===== src/rtl/scaler_pkg.sv =====
// Shared constants, state encoding and helpers for the scaler stream core.
package scaler_pkg;

  localparam int SF_BITWIDTH      = 24;
  localparam int SF_FRAC_BITWIDTH = 20;
  localparam int PHASE_W_MAX      = 8;

  typedef enum logic [2:0] {
    ST_IDLE,
    ST_WAIT,
    ST_START,
    ST_RUN,
    ST_NEXT,
    ST_FLUSH
  } row_state_e;

  function automatic int clog2(input int value);
    int result;
    result = 0;
    while ((1 << result) < value) begin
      result++;
    end
    return result;
  endfunction

  // Keeps only the top phase_w bits of the fraction, i.e. quantises it into 2**phase_w equal bins.
  function automatic logic [PHASE_W_MAX-1:0] quant_phase(
    input logic [SF_FRAC_BITWIDTH-1:0] frac,
    input int                          phase_w
  );
    return PHASE_W_MAX'(frac >> (SF_FRAC_BITWIDTH - phase_w));
  endfunction

endpackage


===== src/rtl/scaler_line_credit.sv =====
// Line buffer credit: counts written source rows and releases consumed rows one per cycle, oldest first.
module scaler_line_credit
  import scaler_pkg::*;
#(
  parameter int ROW_W = 11
) (
  input  logic             core_clk,
  input  logic             core_rst_n,
  input  logic             clr,
  input  logic             cnt_en,
  input  logic             line_in_done,
  input  logic             rel_en,
  input  logic [ROW_W-1:0] src_v,
  input  logic [ROW_W-1:0] rel_target,
  output logic [ROW_W-1:0] lines_avail,
  output logic [ROW_W-1:0] freed_cnt,
  output logic             line_free
);

  logic [ROW_W-1:0] lines_avail_q, lines_avail_d;
  logic [ROW_W-1:0] freed_cnt_q, freed_cnt_d;
  logic             line_free_q, line_free_d;
  logic             release_fire;

  // NOTE: every signal driven here gets a default first, so no path can infer a latch.
  always_comb begin
    lines_avail_d = lines_avail_q;
    freed_cnt_d   = freed_cnt_q;
    release_fire  = rel_en && (freed_cnt_q < rel_target);
    line_free_d   = release_fire;
    if (clr) begin
      lines_avail_d = '0;
      freed_cnt_d   = '0;
      line_free_d   = 1'b0;
    end else begin
      if (cnt_en && line_in_done && (lines_avail_q < src_v)) begin
        lines_avail_d = lines_avail_q + ROW_W'(1);
      end
      if (release_fire) begin
        freed_cnt_d = freed_cnt_q + ROW_W'(1);
      end
    end
  end

  // NOTE: non-blocking updates make every flop sample pre-edge values; reset is synchronous and clears all state.
  always_ff @(posedge core_clk) begin
    if (!core_rst_n) begin
      lines_avail_q <= '0;
      freed_cnt_q   <= '0;
      line_free_q   <= 1'b0;
    end else begin
      lines_avail_q <= lines_avail_d;
      freed_cnt_q   <= freed_cnt_d;
      line_free_q   <= line_free_d;
    end
  end

  assign lines_avail = lines_avail_q;
  assign freed_cnt   = freed_cnt_q;
  assign line_free   = line_free_q;

endmodule


===== src/rtl/scaler_row_sched.sv =====
// Vertical row scheduler: steps the vertical scale accumulator per destination row, gates each
// horizontal pass on line buffer occupancy and hands finished source rows back to the writer.
module scaler_row_sched
  import scaler_pkg::*;
#(
  parameter int IMG_V_MAX        = 1080,
  parameter int IMG_V_BITWIDTH   = scaler_pkg::clog2(IMG_V_MAX),
  parameter int KERNEL_MAX       = 4,
  parameter int KERNEL_BITWIDTH  = scaler_pkg::clog2(KERNEL_MAX),
  parameter int SF_BITWIDTH      = scaler_pkg::SF_BITWIDTH,
  parameter int SF_FRAC_BITWIDTH = scaler_pkg::SF_FRAC_BITWIDTH
) (
  input  logic                       core_clk,
  input  logic                       core_rst_n,
  input  logic [IMG_V_BITWIDTH-1:0]  core_arg_img_src_v,
  input  logic [IMG_V_BITWIDTH-1:0]  core_arg_img_des_v,
  input  logic [SF_BITWIDTH-1:0]     core_arg_vsf,
  input  logic                       frame_start,
  input  logic                       line_in_done,
  output logic                       h_start,
  input  logic                       h_done,
  output logic [IMG_V_BITWIDTH-1:0]  row_src_base,
  output logic [KERNEL_BITWIDTH-1:0] row_v_phase,
  output logic                       line_free,
  output logic                       busy,
  output logic                       frame_done
);

  localparam int ROW_W = IMG_V_BITWIDTH;
  localparam int ACC_W = IMG_V_BITWIDTH + SF_FRAC_BITWIDTH;
  localparam logic [ROW_W:0] KERNEL_ROWS = (ROW_W + 1)'(KERNEL_MAX);

  row_state_e                 state_q, state_d;
  logic [ACC_W-1:0]           v_acc_q, v_acc_d;
  logic [ROW_W-1:0]           out_row_q, out_row_d;
  logic [ROW_W-1:0]           row_src_base_q, row_src_base_d;
  logic [KERNEL_BITWIDTH-1:0] row_v_phase_q, row_v_phase_d;
  logic                       h_start_q, h_start_d;
  logic                       busy_q, busy_d;
  logic                       frame_done_q, frame_done_d;

  logic [ROW_W-1:0] base;
  logic [ROW_W:0]   need;
  logic [ROW_W-1:0] rel_target;
  logic [ROW_W-1:0] lines_avail;
  logic [ROW_W-1:0] freed_cnt;
  logic             lines_ready;
  logic             credit_clr;
  logic             credit_en;

  assign base = v_acc_q[ACC_W-1:SF_FRAC_BITWIDTH];

  // The kernel window is clipped at the bottom edge of the source image.
  always_comb begin
    need = {1'b0, base} + KERNEL_ROWS;
    if (need > {1'b0, core_arg_img_src_v}) begin
      need = {1'b0, core_arg_img_src_v};
    end
  end

  assign lines_ready = ({1'b0, lines_avail} >= need);

  // Rows above the current base can no longer be referenced; at flush everything goes.
  always_comb begin
    rel_target = base;
    if ((state_q == ST_FLUSH) || (base > core_arg_img_src_v)) begin
      rel_target = core_arg_img_src_v;
    end
  end

  assign credit_en = (state_q != ST_IDLE);

  scaler_line_credit #(
    .ROW_W (ROW_W)
  ) u_line_credit (
    .core_clk     (core_clk),
    .core_rst_n   (core_rst_n),
    .clr          (credit_clr),
    .cnt_en       (credit_en),
    .line_in_done (line_in_done),
    .rel_en       (credit_en),
    .src_v        (core_arg_img_src_v),
    .rel_target   (rel_target),
    .lines_avail  (lines_avail),
    .freed_cnt    (freed_cnt),
    .line_free    (line_free)
  );

  always_comb begin
    state_d        = state_q;
    v_acc_d        = v_acc_q;
    out_row_d      = out_row_q;
    row_src_base_d = row_src_base_q;
    row_v_phase_d  = row_v_phase_q;
    frame_done_d   = 1'b0;
    credit_clr     = 1'b0;

    unique case (state_q)
      ST_IDLE: begin
        if (frame_start) begin
          v_acc_d    = '0;
          out_row_d  = '0;
          credit_clr = 1'b1;
          state_d    = (core_arg_img_des_v == '0) ? ST_FLUSH : ST_WAIT;
        end
      end
      ST_WAIT: begin
        if (lines_ready) begin
          row_src_base_d = base;
          row_v_phase_d  = KERNEL_BITWIDTH'(quant_phase(v_acc_q[SF_FRAC_BITWIDTH-1:0], KERNEL_BITWIDTH));
          state_d        = ST_START;
        end
      end
      ST_START: begin
        state_d = ST_RUN;
      end
      ST_RUN: begin
        if (h_done) begin
          state_d = ST_NEXT;
        end
      end
      ST_NEXT: begin
        v_acc_d   = v_acc_q + ACC_W'(core_arg_vsf);
        out_row_d = out_row_q + ROW_W'(1);
        state_d   = (out_row_d == core_arg_img_des_v) ? ST_FLUSH : ST_WAIT;
      end
      ST_FLUSH: begin
        if (freed_cnt == core_arg_img_src_v) begin
          frame_done_d = 1'b1;
          state_d      = ST_IDLE;
        end
      end
      default: begin
        state_d = ST_IDLE;
      end
    endcase
  end

  // Pulse outputs are registered off the current state, so h_start lands one cycle after START.
  assign h_start_d = (state_q == ST_START);
  assign busy_d    = (state_d != ST_IDLE);

  always_ff @(posedge core_clk) begin
    if (!core_rst_n) begin
      state_q        <= ST_IDLE;
      v_acc_q        <= '0;
      out_row_q      <= '0;
      row_src_base_q <= '0;
      row_v_phase_q  <= '0;
      h_start_q      <= 1'b0;
      busy_q         <= 1'b0;
      frame_done_q   <= 1'b0;
    end else begin
      state_q        <= state_d;
      v_acc_q        <= v_acc_d;
      out_row_q      <= out_row_d;
      row_src_base_q <= row_src_base_d;
      row_v_phase_q  <= row_v_phase_d;
      h_start_q      <= h_start_d;
      busy_q         <= busy_d;
      frame_done_q   <= frame_done_d;
    end
  end

  assign h_start      = h_start_q;
  assign busy         = busy_q;
  assign frame_done   = frame_done_q;
  assign row_src_base = row_src_base_q;
  assign row_v_phase  = row_v_phase_q;

endmodule


===== config.mk =====
export PLATFORM = sky130hd
export DESIGN_NAME = scaler_row_sched
export DESIGN_NICKNAME = d
export VERILOG_FILES = /design/src/rtl/scaler_pkg.sv /design/src/rtl/scaler_line_credit.sv /design/src/rtl/scaler_row_sched.sv
export SDC_FILE = /design/constraint.sdc
export NUM_CORES = 1
export LEC_CHECK = 0
export CORE_ASPECT_RATIO = 1.2
export CORE_MARGIN = 4
export CORE_UTILIZATION = 53
export CTS_CLUSTER_SIZE = 10
export DETAILED_ROUTE_END_ITERATION = 10
export GPL_TIMING_DRIVEN = 1
export PLACE_DENSITY_LB_ADDON = 0.2
export SYNTH_ARGS = -nofsm -noshare
export SYNTH_HDL_FRONTEND = slang
export SYNTH_SLANG_ARGS = --single-unit

===== constraint.sdc =====
create_clock -name core_clk -period 5.9 [get_ports core_clk]
set_clock_uncertainty 0.2 [all_clocks]
set_input_delay 1.77 -clock core_clk [delete_from_list [all_inputs] [get_ports core_clk]]
set_output_delay 1.77 -clock core_clk [all_outputs]
set_load 0.02 [all_outputs]

==> results of run 1 <==
## sequential cells by signal, summed over array words and instances (netlist names)
name	flops
u_line_credit.line_free	1
u_line_credit.lines_avail	11
out_row_q	11
row_src_base	11
busy	1
row_v_phase	2
frame_done	1
h_start	1
u_line_credit.freed_cnt	11
v_acc_q	31
state_q	3
## layer usage
layer	GRT usage	up-vias	wire (µm)
met5	0	-	0
met4	0.114	0	691
met3	0.0408	53	626
met2	0.475	149	9450
met1	0.293	3055	7640
li1	-	3214	-
## final cells by class
cell class,count,area (µm²),share of cell area
multi-input combinational,686,4760,0.584
sequential,84,1680,0.206
timing repair buffer,116,1080,0.132
clock buffer,12,246,0.0302
tap,161,201,0.0247
inverter,29,109,0.0134
clock inverter,4,72.6,0.00891
## worst max-delay path, cell delays in order
cell and delay (ns):
clkdlybuf4s50_1 0.48, inv_1 0.06, ha_1 0.19, a21o_1 0.17, a21o_1 0.18, a21o_1 0.17, a21o_1 0.18, a21oi_2 0.17
o21ai_2 0.08, a31oi_2 0.19, buf_4 0.18, mux2i_2 0.24, ha_1 0.26, a21o_1 0.15, a21o_1 0.17, a211o_1 0.26
a311oi_2 0.34, o21a_2 0.25, clkbuf_16 0.16, o21ai_0 0.08, a21oi_1 0.13
## layout by cell type (no fill, tap or decap), types with 6 or more instances in the layout
cell type | netlist | routed
and2_1 | 6 | 6
xor2_1 | 21 | 21
clkdlybuf4s50_1 | 0 | 65
inv_1 | 29 | 27
and3_1 | 19 | 19
ha_1 | 79 | 77
o21a_1 | 7 | 6
nor2_1 | 54 | 53
a21oi_1 | 75 | 74
nor4_1 | 7 | 7
nand2_1 | 81 | 81
o211ai_1 | 7 | 7
o21ai_1 | 22 | 21
mux2i_1 | 25 | 24
a21o_1 | 38 | 38
nand3_1 | 54 | 54
clkbuf_16 | 0 | 10
nor3_1 | 14 | 14
dfxtp_1 | 84 | 84
nand4_1 | 22 | 22
buf_4 | 1 | 46
nand2b_1 | 9 | 9
o21ai_0 | 29 | 28
xnor2_1 | 40 | 40
## synth_stat cells, drive strengths merged, types with 8 or more instances
cell	n	area, µm²
nand2b	9	56.3
a21oi	75	375
xnor2	40	350
clkbuf	25	93.8
o211ai	8	65.1
a21o	38	285
and3	19	119
xor2	21	184
dfxtp	84	1680
nand3	54	270
nand2	82	315
nor3	16	90.1
o21ai	51	255
buf	10	53.8
nand4	23	159
nor2	54	203
inv	29	109
mux2i	25	250
ha	79	988
nor4	8	56.3
## power by group
group	total [mW]	internal (mW)	switching (mW)	leakage [nW]
Combinational	0.181	0.0834	0.0971	2.74
Clock	0.612	0.382	0.230	0.153
Sequential	0.574	0.570	0.00482	0.677
Total	1.37	1.04	0.332	3.57
## per-stage QoR
step	TNS, ns	power [mW]	cell area (µm²)	utilization	std cells
6_report	0	1.37	8150	0.670	1092
5_1_grt	-0.267	1.42	8150	0.670	1092
4_1_cts	0	1.38	8060	0.663	1090
3_5_place_dp	-5.90	0.764	7740	0.636	1074
3_3_place_gp	-2.83	0.760	7740	0.636	1074
2_1_floorplan	0	0.679	6650	-	834
## worst max-delay path by stage
stage	end	slack, ns	cells after the start
2_1_floorplan	row_src_base[10]$_SDFFE_PN0P_	0.11	21
5_1_grt	row_src_base[3]$_SDFFE_PN0P_	-0.03	20
4_1_cts	row_src_base[1]$_SDFFE_PN0P_	0.01	21
6_report	row_src_base[0]$_SDFFE_PN0P_	0.13	21
3_3_place_gp	row_src_base[0]$_SDFFE_PN0P_	-0.23	21
3_5_place_dp	row_src_base[1]$_SDFFE_PN0P_	-0.42	21
## cells by family (layout without fill, tap and decap cells)
logic type | Yosys count | in the layout | synth area share
compound gates | 221 | 221 | 0.208
flops | 84 | 84 | 0.253
xor+xnor | 61 | 61 | 0.0804
buf+inv | 64 | 161 | 0.0386
mux | 27 | 27 | 0.0410
simple gates | 297 | 297 | 0.227
fa+ha+maj | 80 | 80 | 0.152
## timing repair
item,4_1_cts,5_1_grt
pin swaps,2,16
resized for setup,2,14
gates cloned,0,1
buffers inserted,0,1
endpoints found under the setup margin,13,15
==> flow_metrics.env, run 1 <==
export IMPL_outcome="complete, no violations"
export IMPL_whs_ns=0.253
export IMPL_synth_top_flop_cell="dfxtp_1"
export IMPL_ys_seq_elements=84
export IMPL_maxSlewViolCount=0
export IMPL_dr_pass1_iters=5
export IMPL_syn_cell_area_um2=6650
export IMPL_r2r_start="v_acc_q[24]$_SDFFE_PN0P_"
export IMPL_finalWorstSetupSlack_ns=0.126
export IMPL_cts_buffer_depth=2
export IMPL_hpwl_um=13900
export IMPL_critPathCaptureType="flop"
export IMPL_fp_row_count=44
export IMPL_ff2ff_path_depth=22
export IMPL_period_needed_ns=5.77
export IMPL_fillers=1060
export IMPL_routedWlPerCell_um=16.9
export IMPL_clkTransAtPathRegs_ns=0.06
export IMPL_ff2ff_setup_slack_ns=1.01
export IMPL_finalWeightedCongestion=0.994
export IMPL_cellLeakagePower_nw=3.57
export IMPL_hold_path_class="flop to flop"
export IMPL_die_y_um=131
export IMPL_drt_iter0_drc=408
export IMPL_htree_levels=3
export IMPL_grt_pass1_vias=6466
export IMPL_hold_buffers=0
export IMPL_overflow=0
export IMPL_core_area_um2=12200
export IMPL_antenna_cells=0
export IMPL_cts_root_buf="clkbuf_16"
export IMPL_drv_cap=0
export IMPL_start_util=0.546
export IMPL_vias=6471
export IMPL_tightest_slew_ns=1.01
export IMPL_critical_path_arrival_ns=5.85
export IMPL_power_density_nw_per_um2=168
export IMPL_ys_warn_count=0
export IMPL_postRouteAntennaNets=0
export IMPL_grt_max_degree=34
export IMPL_synth_edf_count=0
export IMPL_antenna_found_initial=0
export IMPL_postSynthCellCount=834
export IMPL_drive_gt1_frac=0.0956
export IMPL_numCtsBuffers=9
export IMPL_crit_start="core_arg_img_src_v[4]"
export IMPL_synthDistinctLibCells=68
export IMPL_seq_area_frac_synth=0.253
export IMPL_path_class="primary input to flop"
export IMPL_wl_um=18400
export IMPL_grt_pass1_wl_um=29600
export IMPL_maxSlewHeadroom=0.324
export IMPL_whs_path_depth=2
export IMPL_setup_viol=0
export IMPL_synthArstFlopShare=0
export IMPL_die_x_um=110
export IMPL_insertion_delay_ns=0.34
export IMPL_critPathMaxFanout=6
export IMPL_port_buffers=67
export IMPL_reg2reg_to="row_src_base[0]$_SDFFE_PN0P_"
export IMPL_critPathLaunchType="primary input"
export IMPL_timing_final_hold_violations=0
export IMPL_fin_crit_sh=0.979
export IMPL_hp_start="v_acc_q[15]$_SDFFE_PN0P_"
export IMPL_drc=0
export IMPL_min_to="v_acc_q[15]$_SDFFE_PN0P_"
export IMPL_die_area_um2=14400
export IMPL_synth_fp_nets=965
export IMPL_clock_sinks=84
export IMPL_max_freq_ghz=0.173
export IMPL_syn_to_final_growth_pct=22.6
export IMPL_nets=1057
export IMPL_grt_usage=0.259
export IMPL_avgSynthCellArea_um2=7.97
export IMPL_vdd_ir_drop_max_uv=145
export IMPL_pin_count=68
export IMPL_tritoncts="built"
export IMPL_via_per_inst=5.93
export IMPL_place_ws_ns=-0.417
export IMPL_cp_required_ns=5.97
Power figures use the tool's default switching activity.
==> run 2, diff against run 1 <==
--- a/config.mk
+++ b/config.mk
@@ -12,6 +12,8 @@
 export DETAILED_ROUTE_END_ITERATION = 10
 export GPL_TIMING_DRIVEN = 1
 export PLACE_DENSITY_LB_ADDON = 0.2
+export SKIP_CTS_REPAIR_TIMING = 1
 export SYNTH_ARGS = -nofsm -noshare
 export SYNTH_HDL_FRONTEND = slang
+export SYNTH_HIERARCHICAL = 1
 export SYNTH_SLANG_ARGS = --single-unit
==> flow_metrics.env, run 2 <==
export IMPL_ys_seq_elements=84
export IMPL_layout_common_cells="99 x nand2_1, 84 x dfxtp_1, 77 x ha_1"
export IMPL_synth_edf_count=0
export IMPL_vias=6555
export IMPL_avgSynthCellArea_um2=7.80
export IMPL_critPathMaxFanout=6
export IMPL_synth_top_flop_cell="dfxtp_1"
export IMPL_drc=0
export IMPL_synth_top_cells_by_area="dfxtp_1 24%, ha_1 14%, o21ai_0 5.7%, nand2_1 5.4%, a21oi_1 4.9%"
export IMPL_worst_path_largest_cell_delay_ns=0.49
export IMPL_yosys_area_share_simple=0.213
export IMPL_fin_crit_sh=0.963
export IMPL_grt_pass1_wl_um=29400
export IMPL_ff2ff_path_depth=22
export IMPL_grt_max_degree=46
export IMPL_vdd_ir_drop_max_uv=131
export IMPL_hold_path_class="flop to flop"
export IMPL_place_ws_ns=-0.199
export IMPL_clock_sinks=84
export IMPL_post_route_util=0.650
export IMPL_htree_levels=3
export IMPL_finalPower_mw=1.33
export IMPL_hpwl_um=13400
export IMPL_synth_fp_nets=1018
export IMPL_antenna_cells=0
export IMPL_yosys_area_top_type="dfxtp_1"
export IMPL_synth_compound_area_share=0.225
export IMPL_period_needed_ns=5.68
export IMPL_drive_gt1_frac=0.0839
export IMPL_crit_top_cell="a21o_1"
export IMPL_overflow=0
export IMPL_critical_path_arrival_ns=5.75
export IMPL_syn_cell_area_um2=6920
export IMPL_r2r_start="v_acc_q[23]$_SDFFE_PN0P_"
export IMPL_cellLeakagePower_nw=3.43
export IMPL_grt_usage=0.236
export IMPL_dp_cells=1104
export IMPL_yosysMostFrequentCell="nand2_1"
export IMPL_ff_latch_area_um2=1680
export IMPL_drt_iter0_drc=478
export IMPL_synth_top_cell_area_share=0.243
export IMPL_dr_pass1_iters=7
export IMPL_synth_top_family_by_area="compound AO/OA/AOI/OAI gates"
export IMPL_finalWorstSetupSlack_ns=0.220
export IMPL_reg2reg_to="row_src_base[10]$_SDFFE_PN0P_"
export IMPL_fin_area_um2=8270
export IMPL_largest_reg_flops=31
export IMPL_antenna_found_initial=0
export IMPL_critPathCaptureType="flop"
export IMPL_seq_area_frac_synth=0.243
export IMPL_max_freq_ghz=0.176
export IMPL_synthDistinctLibCells=63
export IMPL_finalNonFillerCells=1129
export IMPL_ff2ff_setup_slack_ns=1.07
export IMPL_postSynthCellCount=887
export IMPL_die_area_um2=15000
export IMPL_placed_area_um2=7770
export IMPL_port_buffers=67
export IMPL_maxSlewHeadroom=0.305
export IMPL_whs_ns=0.264
export IMPL_fillers=1112
export IMPL_tritoncts="built"
export IMPL_critPathLaunchType="primary input"
export IMPL_grt_pass1_vias=6243
export IMPL_drv_cap=0
export IMPL_numCtsBuffers=9
export IMPL_insertion_delay_ns=0.34
export IMPL_multi_input_area_um2=4870
export IMPL_crit_path_end="row_src_base[10]$_SDFFE_PN0P_"
export IMPL_finalWeightedCongestion=0.908
export IMPL_cp_required_ns=5.97
export IMPL_path_class="primary input to flop"
export IMPL_fp_row_count=45
export IMPL_muxShareOfSynthArea=0.0421
export IMPL_power_density_nw_per_um2=161
export IMPL_crit_start="core_arg_img_src_v[5]"
export IMPL_cts_root_buf="clkbuf_16"
export IMPL_tightest_slew_ns=1.04
export IMPL_top_register="v_acc_q"
export IMPL_routedWlPerCell_um=15.9
export IMPL_ys_warn_count=6
export IMPL_die_y_um=133
export IMPL_synthAdderAreaFrac=0.146
export IMPL_setup_viol=0
export IMPL_via_per_inst=5.81
export IMPL_maxSlewViolCount=0
export IMPL_path_depth=23
export IMPL_crit_chain="clkdlybuf4s50_1 -> inv_1 -> ha_1 -> a21o_1 -> a21o_1 -> a21oi_2 -> o21ai_1 -> a221oi_2 -> a21oi_1 -> a31o_2 -> buf_4 -> mux2i_2 -> ha_1 -> a21o_1 -> a21o_1 -> a21oi_1 -> nor2_1 -> a211o_1 -> nand3b_1 -> buf_12 -> clkbuf_16 -> nand3_1 -> o21ai_0"
export IMPL_clkTransAtPathRegs_ns=0.06
export IMPL_cts_buffer_depth=2
export IMPL_finalSetupTns_ns=0
export IMPL_final_common_cell="nand2_1"
export IMPL_syn_to_final_growth_pct=19.5
export IMPL_wl_um=18000
export IMPL_nets=1091
export IMPL_timing_final_hold_violations=0
export IMPL_cp_top_family="compound AO/OA/AOI/OAI gates"
export IMPL_cp_slowest_cell="clkdlybuf4s50_1"
export IMPL_postRouteAntennaNets=0
export IMPL_synth_xor_area_frac=0.0671
export IMPL_critical_path_buf_inv_count=5
export IMPL_synthArstFlopShare=0
export IMPL_core_area_um2=12700
export IMPL_outcome="complete, no violations"
export IMPL_synth_common_cells="99 x nand2_1, 84 x dfxtp_1, 79 x ha_1, 79 x o21ai_0, 68 x a21oi_1"
export IMPL_die_x_um=112
export IMPL_start_util=0.544
export IMPL_pin_count=68
-- run 2: worst min path at each step --
stage,startpoint,end,cells after the start
2_1_floorplan,v_acc_q[12]$_SDFFE_PN0P_,v_acc_q[12]$_SDFFE_PN0P_,2
3_3_place_gp,v_acc_q[15]$_SDFFE_PN0P_,v_acc_q[15]$_SDFFE_PN0P_,2
3_5_place_dp,v_acc_q[16]$_SDFFE_PN0P_,v_acc_q[16]$_SDFFE_PN0P_,2
4_1_cts,v_acc_q[17]$_SDFFE_PN0P_,v_acc_q[17]$_SDFFE_PN0P_,2
5_1_grt,v_acc_q[16]$_SDFFE_PN0P_,v_acc_q[16]$_SDFFE_PN0P_,2
6_report,v_acc_q[17]$_SDFFE_PN0P_,v_acc_q[17]$_SDFFE_PN0P_,2
-- run 2: cell families (layout without fill, tap and decap cells) --
| logic type | count (synthesis) | count (layout) |
|---|---|---|
| multiplexers | 28 | 28 |
| flip-flops | 84 | 84 |
| XOR/XNOR | 53 | 53 |
| buffers and inverters | 98 | 175 |
| adder cells (fa/ha/maj) | 80 | 80 |
| AND/OR/NAND/NOR | 294 | 294 |
| AO/OA/AOI/OAI | 250 | 251 |
-- run 2: metal layers --
layer  track usage  up-vias  wire length (µm)
met4        0.0741        0               367
met3        0.0409       27               697
met2         0.416      150              9170
met1         0.292     3042              7770
met5             0        -                 0
li1              -     3336                 -
-- run 2: area by class of cell --
class | count | share of cell area
clock buffers | 11 | 0.0306
clock inverters | 5 | 0.00696
inverters | 58 | 0.0263
multi-input cells | 706 | 0.589
flip-flops and latches | 84 | 0.203
well taps | 164 | 0.0248
repair buffers | 101 | 0.119
-- run 2: power breakdown --
part | leakage (nW) | total (mW) | internal (mW) | switching [mW]
clock | 0.156 | 0.590 | 0.352 | 0.238
sequential | 0.677 | 0.572 | 0.569 | 0.00286
combinational | 2.60 | 0.166 | 0.0754 | 0.0910
total | 3.43 | 1.33 | 0.996 | 0.332
-- run 2: tightest hold or removal path, stage by stage, from the launching register on --
cell	delay, ns
dfxtp_1	0.33
nand2_1	0.04
o21ai_0	0.06
==> run 3, diff against run 2 <==
--- a/config.mk
+++ b/config.mk
@@ -5,11 +5,14 @@
 export SDC_FILE = /design/constraint.sdc
 export NUM_CORES = 1
 export LEC_CHECK = 0
+export CELL_PAD_IN_SITES_DETAIL_PLACEMENT = 0
+export CELL_PAD_IN_SITES_GLOBAL_PLACEMENT = 2
 export CORE_ASPECT_RATIO = 1.2
 export CORE_MARGIN = 4
-export CORE_UTILIZATION = 53
+export CORE_UTILIZATION = 35
 export CTS_CLUSTER_SIZE = 10
 export DETAILED_ROUTE_END_ITERATION = 10
+export DONT_BUFFER_PORTS = 1
 export GPL_TIMING_DRIVEN = 1
 export PLACE_DENSITY_LB_ADDON = 0.2
 export SKIP_CTS_REPAIR_TIMING = 1
==> flow_metrics.env, run 3 (synthesis gave the netlist of run 2 again) <==
export IMPL_critPathLaunchType="primary input"
export IMPL_power_density_nw_per_um2=174
export IMPL_htree_levels=3
export IMPL_path_class="primary input to flop"
export IMPL_drt_iter0_drc=318
export IMPL_top_register="v_acc_q"
export IMPL_critPathMaxFanout=14
export IMPL_tightest_slew_ns=0.974
export IMPL_worst_path_largest_cell_delay_ns=0.57
export IMPL_clock_sinks=84
export IMPL_postRouteAntennaNets=0
export IMPL_antenna_cells=0
export IMPL_maxSlewViolCount=0
export IMPL_cts_root_buf="clkbuf_16"
export IMPL_pin_count=68
export IMPL_max_freq_ghz=0.185
export IMPL_rsz0062_at_grt="no"
export IMPL_largest_reg_flops=31
export IMPL_place_ws_ns=0.190
export IMPL_grt_usage=0.183
export IMPL_clkTransAtPathRegs_ns=0.07
export IMPL_port_buffers=0
export IMPL_cellLeakagePower_nw=2.96
export IMPL_routedWlPerCell_um=17.7
export IMPL_nets=993
export IMPL_overflow=0
export IMPL_start_util=0.355
export IMPL_syn_to_final_growth_pct=6.20
export IMPL_maxSlewHeadroom=0.351
export IMPL_antenna_found_initial=0
export IMPL_drive_gt1_frac=0.0438
export IMPL_drv_cap=0
export IMPL_grt_max_degree=66
export IMPL_hold_path_class="flop to flop"
export IMPL_timing_final_hold_violations=0
export IMPL_final_common_cell="nand2_1"
export IMPL_dr_pass1_iters=4
export IMPL_fin_crit_sh=0.916
export IMPL_vdd_ir_drop_max_uv=125
export IMPL_numCtsBuffers=9
export IMPL_die_x_um=136
export IMPL_layout_common_cells="99 x nand2_1, 84 x dfxtp_1, 79 x o21ai_0, 79 x ha_1, 68 x a21oi_1"
export IMPL_cp_required_ns=5.97
export IMPL_fp_row_count=56
export IMPL_die_y_um=162
export IMPL_period_needed_ns=5.40
export IMPL_finalSetupTns_ns=0
export IMPL_vias=6213
export IMPL_critPathCaptureType="flop"
export IMPL_core_area_um2=19500
export IMPL_via_per_inst=5.51
export IMPL_grt_pass1_vias=6311
export IMPL_crit_chain="inv_1 -> ha_1 -> nor2b_1 -> o21bai_1 -> a21boi_0 -> o21ai_0 -> a211o_1 -> a211oi_1 -> buf_4 -> mux2_2 -> inv_1 -> ha_1 -> a21oi_1 -> o21ai_1 -> a221o_1 -> or4_1 -> a21oi_1"
export IMPL_setup_viol=0
export IMPL_wl_um=20000
export IMPL_finalWeightedCongestion=0.837
export IMPL_outcome="complete, no violations"
export IMPL_cp_slowest_cell="or4_1"
export IMPL_finalWorstSetupSlack_ns=0.496
export IMPL_insertion_delay_ns=0.35
export IMPL_critical_path_arrival_ns=5.47
export IMPL_hpwl_um=15200
export IMPL_tritoncts="built"
export IMPL_cts_buffer_depth=2
export IMPL_drc=0
export IMPL_whs_ns=0.260
export IMPL_grt_pass1_wl_um=32100
export IMPL_die_area_um2=22100
-- run 3: changes by cell type in the layout (fill, tap and decap cells not counted), sizes merged --
cell           before  now
a221o               4    3
buf                33    4
clkbuf             13    9
clkdlybuf4s50      66    0
clkinv              3    1
clkinvlp            0    3
inv                59   60
-- run 3: worst max-delay path: cells and delay by family --
family,cells,cell delay (ns)
AND/OR/NAND/NOR,2,0.74
AO/OA/AOI/OAI,9,1.71
buffers and inverters,3,0.33
adder cells (fa/ha/maj),2,0.55
multiplexers,1,0.35
-- run 3: layout make-up --
class / instances / area, µm²
fillers: 2068 / 12100
multi-input cells: 705 / 4790
flip-flops and latches: 84 / 1680
well taps: 261 / 327
clock buffers: 9 / 225
inverters: 58 / 218
clock inverters: 7 / 75.1
repair buffers: 4 / 30.0
-- run 3: power by group --
group          switching (mW)  total [mW]  internal (mW)
Clock                   0.270       0.601          0.331
Sequential            0.00419       0.573          0.569
Combinational          0.0649       0.103         0.0386
Total                   0.339        1.28          0.938
-- run 3: metrics by stage --
step	instances	util	instance area [µm²]	power (mW)
after floorplan	887	-	6920	0.673
after global placement	1112	0.362	7050	0.687
after CTS	1128	0.377	7350	1.31
after detailed placement	1112	0.362	7050	0.689
final	1128	0.377	7350	1.28
after global routing	1128	0.377	7350	1.33
-- run 3: worst paths after layout --
| check | slack, ns | cells past startpoint | start | end |
|---|---|---|---|---|
| setup / recovery | 0.50 | 17 | core_arg_img_src_v[1] | u_line_credit/freed_cnt[7]$_SDFFE_PP0P_ |
| setup reg to reg | 0.73 | 21 | v_acc_q[23]$_SDFFE_PN0P_ | row_src_base[2]$_SDFFE_PN0P_ |
| hold / removal | 0.26 | 2 | v_acc_q[12]$_SDFFE_PN0P_ | v_acc_q[12]$_SDFFE_PN0P_ |
| hold reg to reg | 0.26 | 2 | v_acc_q[12]$_SDFFE_PN0P_ | v_acc_q[12]$_SDFFE_PN0P_ |
-- run 3: per-layer routing --
layer	vias to the layer above	part of all wire	GRT usage
met4	0	0.032	0.0775
met2	119	0.49	0.318
li1	3146	-	-
met1	2909	0.43	0.220
met5	-	0	0
met3	39	0.041	0.0335
